==> config.mk <==
export PLATFORM = sky130hd
export DESIGN_NAME = seq_010110_detector
export DESIGN_NICKNAME = d
export VERILOG_FILES = /design/src/rtl/seq_010110_detector.sv
export SDC_FILE = /design/constraint.sdc
export NUM_CORES = 1
export LEC_CHECK = 0
export CORE_AREA = 2 2 39 41
export DETAILED_ROUTE_END_ITERATION = 6
export DIE_AREA = 0 0 41 43
export DONT_BUFFER_PORTS = 1
export PLACE_DENSITY = 0.64
export SLEW_MARGIN = 20
export SYNTH_ARGS = -nofsm -noshare
export SYNTH_HDL_FRONTEND = slang
export SYNTH_SLANG_ARGS = --single-unit
export TNS_END_PERCENT = 20
==> constraint.sdc <==
create_clock -name clk -period 1.8 [get_ports clk]
set_input_delay 0.27 -clock clk [delete_from_list [all_inputs] [get_ports clk]]
set_output_delay 0.27 -clock clk [all_outputs]
set_load 0.1 [all_outputs]
==> src/rtl/seq_010110_detector.sv <==
// rtl/seq_010110_detector.sv - non-overlapping 0-1-0-1-1-0 serial pattern detector
module seq_010110_detector #(
    parameter int COUNT_WIDTH = 8
) (
    input  logic                   clk,
    input  logic                   reset,
    input  logic                   din,
    input  logic                   din_valid,
    input  logic                   count_clr,
    output logic                   detected,
    output logic [2:0]             state,
    output logic [COUNT_WIDTH-1:0] match_count
);

    typedef enum logic [2:0] {
        S0 = 3'd0,
        S1 = 3'd1,
        S2 = 3'd2,
        S3 = 3'd3,
        S4 = 3'd4,
        S5 = 3'd5
    } state_t;

    state_t                 state_q, state_d;
    logic                   detected_q, detected_d;
    logic [COUNT_WIDTH-1:0] count_q, count_d;
    logic                   match;

    always_ff @(posedge clk) begin
        if (!reset) begin
            state_q    <= S0;
            detected_q <= 1'b0;
            count_q    <= '0;
        end else begin
            state_q    <= state_d;
            detected_q <= detected_d;
            count_q    <= count_d;
        end
    end

    always_comb begin
        state_d = state_q;
        match   = 1'b0;
        // Mismatches fall back to the longest suffix that is still a prefix.
        case (state_q)
            S0: if (din_valid) state_d = din ? S0 : S1;
            S1: if (din_valid) state_d = din ? S2 : S1;
            S2: if (din_valid) state_d = din ? S0 : S3;
            S3: if (din_valid) state_d = din ? S4 : S1;
            S4: if (din_valid) state_d = din ? S5 : S3;
            S5: if (din_valid) begin
                state_d = S0;
                match   = ~din;
            end
            default: state_d = S0;
        endcase

        detected_d = match;

        count_d = count_q;
        if (count_clr) begin
            count_d = '0;
        end else if (match && (count_q != {COUNT_WIDTH{1'b1}})) begin
            count_d = count_q + 1'b1;
        end
    end

    assign detected    = detected_q;
    assign state       = state_q;
    assign match_count = count_q;

endmodule

Word-level counts from Yosys, hierarchy flattened
Cells that the tools add are included.

$add $sub $neg: 1. Multipliers: 0. Div/mod/pow operators: 0. $lt $le $gt $ge: 0. Equal/unequal tests: 12. Shift operators: 0. Mux-type cells: 14. Bitwise operators: 2. Reductions and logical operators: 4.

Operators by type and width (number): $mux 3 (8); $pmux 3 s6 (1); $ne 2x2->1 const B (6); $add 8x1->8 const B (1); $ne 8x8->1 const B (1); $eq 3x2->1 const B (2); $eq 3x3->1 const B (2); $reduce_and 6->1 (1); $mux 2 (2); $eq 3x1->1 const B (1); $logic_not 3->1 (1); $mux 1 (3); $not 1->1 (2); $reduce_or 2->1 (1); $logic_and 1x1->1 (1).

Register bits after elaboration: 12. Latch bits: 0. Memory bits (writable): 0. Bits in read-only memories: 0. Bits of input ports: 5. Output and inout port bits: 12. Logic and storage cells: 36. Memories kept: 0.

Longest topological paths before layout
Depth after elaboration: 4. Mapped depth: 5.

Worst setup path after synthesis
Ideal clock, no wire load.

Path kind: register to register. From: reg count_q[0], in the netlist match_count[0]. To: reg count_q[6], in the netlist match_count[6]. Setup time: 80 ps. Data arrival time: 2132 ps. Data required time: 1720 ps. Slack: -412 ps. Stages on the path, launching flop included: 6. Path buffers: 0. Clock period less this slack: 2212 ps. Path through: dfxtp_1 ha_1 and3_1 nor3b_4 a31oi_1 a211oi_2.

Cells in the longest elaborated chain, start to end: 2. Elaborated cells on any way between the ends: 3. Classes of those cells: 1 x add/sub; 1 x eq/ne; 1 x reduce/logical.

Ends and longest elaborated chain: start, declared (line 26) `logic [COUNT_WIDTH-1:0] count_q, count_d;`; start signal, assigned (line 37) `count_q <= count_d;`; branches (longest 2 deep; another with $add 8x1->8).

Several ways; the timed one is not identified. A chain may end at the register's enable or synchronous reset.

Worst setup path in the final report
From: reg count_q[1], in the netlist match_count[1]. To: reg count_q[1], in the netlist match_count[1].

Same word-level chain as after synthesis.

==> impl_metrics.env <==
export IMPL_intPower_w=0.000400
export IMPL_die_w_um=41
export IMPL_yosys_area_top_type="dfxtp_1"
export IMPL_grt_remaining_overflow=0
export IMPL_core_area_um2=1380
export IMPL_avgViaCountPerCell=5.78
export IMPL_cts_hold_buf=0
export IMPL_layout_nets=87
export IMPL_final_common_cell="buf_4"
export IMPL_postRouteWirelength_um=1240
export IMPL_fin_skew_ns=0.0119
export IMPL_n_antenna_cell=0
export IMPL_ctsRootBufferMaster="clkbuf_4"
export IMPL_wl_per_cell_um=13.0
export IMPL_grt_pass1_vias=473
export IMPL_finalSetupTns_ns=0
export IMPL_cp_depth=5
export IMPL_cp_cell_sequence="ha_1 -> and3_1 -> a211oi_2 -> mux2i_1 -> nor2_1"
export IMPL_synth_ff_type="dfxtp_1"
export IMPL_drt_first_pass_iters=4
export IMPL_final_cell_mix="12 x buf_4, 8 x dfxtp_2, 5 x a21oi_1"
export IMPL_setup_viol=0
export IMPL_drc=0
export IMPL_ys_async_sr_fraction_pct=0
export IMPL_rows=14
export IMPL_cp_required_ns=1.97
export IMPL_yosysSeqAreaShare_pct=36.3
export IMPL_cp_max_fo=5
export IMPL_peakVddDrop_uv=452
export IMPL_synth_edf_count=0
export IMPL_slowest_delay_ns=0.33
export IMPL_arrival_ns=1.64
export IMPL_ant_nets=0
export IMPL_drtIter0Drc=2
export IMPL_fin_area_um2=797
export IMPL_endpoint_kind="register"
export IMPL_synth_top_cell_area_share_pct=36.3
export IMPL_power_frac_clock_pct=42.0
export IMPL_post_route_min_period_ns=1.47
export IMPL_outcome="finished, final reports clean"
export IMPL_globalRouteTotalUtil_pct=17.0
export IMPL_synth_lib_cells_used_distinct=36
export IMPL_port_buffer_count=0
export IMPL_critical_path_top_delay_family="flip-flops"
export IMPL_syn_nets=72
export IMPL_synthCells=66
export IMPL_p_seq_share_pct=52.0
export IMPL_pin_count=17
export IMPL_area_growth_pct=20.4
export IMPL_grt_start_max_net_pins=10
export IMPL_grt_first_pass_wirelength_um=2010
export IMPL_rsz0062_at_grt="false"
export IMPL_initial_utilization_pct=47.8
export IMPL_dr_total_vias=555
export IMPL_p_comb_share_pct=6.0
export IMPL_synth_seq_cells=12
export IMPL_crit_type="register to register"
export IMPL_syn_area_um2=662
export IMPL_drv_cap=0
export IMPL_place_gp_congestion=0.776
export IMPL_pwr_density_cell_nw_per_um2=653
export IMPL_maxSlewViolCount=0
export IMPL_whs_path_depth=1
export IMPL_stdcell_count=96
export IMPL_drive_above_1_share_pct=42.5
export IMPL_maxSlewHeadroom_pct=79.0
export IMPL_cts_tree="yes"
export IMPL_p_leak_nw=0.319
export IMPL_postCtsSetupBuffers=0
export IMPL_htree_num_levels=1
export IMPL_holdCritPathClass="primary input to register"
export IMPL_path_buf_inv=0
export IMPL_start_kind="register"
export IMPL_syn_area_per_cell_um2=10.0
export IMPL_reg2reg_depth=5
export IMPL_antenna_found_initial=0
export IMPL_ys_warn_count=0
export IMPL_finalCritPeriodShare_pct=81.5
export IMPL_fmax_ghz=0.681
export IMPL_cts_sinks=12
export IMPL_die_h_um=43
export IMPL_swShare_pct=23.1
export IMPL_worst_pin_slew_ns=0.316
export IMPL_fp_dieArea_um2=1760
export IMPL_numCtsBuffers=3
export IMPL_final_hold_viol_count=0
export IMPL_cp_slowest_cell="dfxtp_2"
export IMPL_clockBufferDepth=2
export IMPL_dp_cells=92
export IMPL_insertion_delay_ns=0.28
export IMPL_path_clk_slew_ns=0.08
export IMPL_yosys_top_cells_area="dfxtp_1 36%, a211oi_2 3.8%, a21oi_1 3.8%"
export IMPL_post_cts_resize_count=0
export IMPL_netSwitchingPower_w=0.000120
export IMPL_post_dp_cell_area_um2=761
-- final cells by class --
cell class                      count  area, µm²
Timing Repair Buffer               12       90.1
Inverter                            2       7.51
Clock buffer                        4       36.3
Tap cell                           16       20.0
Sequential cell                    12        250
Multi-Input combinational cell     50        393
Fill cell                         123        587
-- path summary, 6_finish.rpt --
| kind | startpoint | end | slack (ns) |
|---|---|---|---|
| max | match_count[1] | match_count[1] | 0.33 |
| min | reset | state[2] | 0.09 |
| max reg2reg | match_count[1] | match_count[1] | 0.33 |
| min reg2reg | match_count[4] | match_count[4] | 0.55 |
-- synthesized netlist by cell type (2+ instances only) --
cell	n
and2_1	2
nand4_1	2
mux2_2	2
nor2_1	3
dfxtp_1	12
and4b_1	2
and3_1	2
inv_1	2
a211oi_2	2
or2b_1	2
nor3_1	2
nand2_1	4
a21oi_1	5
a211oi_1	2
-- sequential cells by signal, summed over array words and instances, names as in the netlist --
register	count
state	3
match_count	8
detected	1
-- power groups by stage --
stage | Sequential, W | Clock, W | Combinational, W
2_1_floorplan | 0.000291 | 0 | 0.0000185
3_3_place_gp | 0.000277 | 0 | 0.0000308
3_5_place_dp | 0.000277 | 0 | 0.0000311
4_1_cts | 0.000270 | 0.000224 | 0.0000312
5_1_grt | 0.000271 | 0.000234 | 0.0000331
6_report | 0.000270 | 0.000218 | 0.0000311
-- metrics by stage --
| step | setup WS, ns | util, % | hold slack, ns | power (W) |
|---|---|---|---|---|
| after floorplan | -0.0324 | - | 0.388 | 0.000310 |
| after global placement | 0.359 | 55.0 | 0.394 | 0.000307 |
| after detailed placement | 0.332 | 55.0 | 0.394 | 0.000308 |
| final | 0.333 | 57.6 | 0.0936 | 0.000520 |
| after CTS | 0.325 | 57.6 | 0.0916 | 0.000525 |
| after global routing | 0.226 | 57.6 | 0.0864 | 0.000537 |
-- worst reg2reg max path: stages, from the launching register on --
cell and delay [ns]:
dfxtp_2 0.33, ha_1 0.22, and3_1 0.24, a211oi_2 0.31, mux2i_1 0.22, nor2_1 0.05
-- metal layers --
metal	GRT usage (%)	vias to the layer above	wire length, µm
met5	0	-	0
met4	12.0	0	31
met3	3.66	6	85
met2	22.5	22	549
met1	23.4	246	576
li1	-	281	-
-- cell families after synthesis --
kind of cell	count (synthesis)	share of synthesized area, %
AND/OR/NAND/NOR	28	31.9
AO/OA/AOI/OAI	17	19.3
flip-flops	12	36.3
buffers and inverters	4	4.35
multiplexers	3	4.91
XOR/XNOR	1	1.32
adder cells (fa/ha/maj)	1	1.89
No activity file was read; power rests on OpenSTA's default activity.
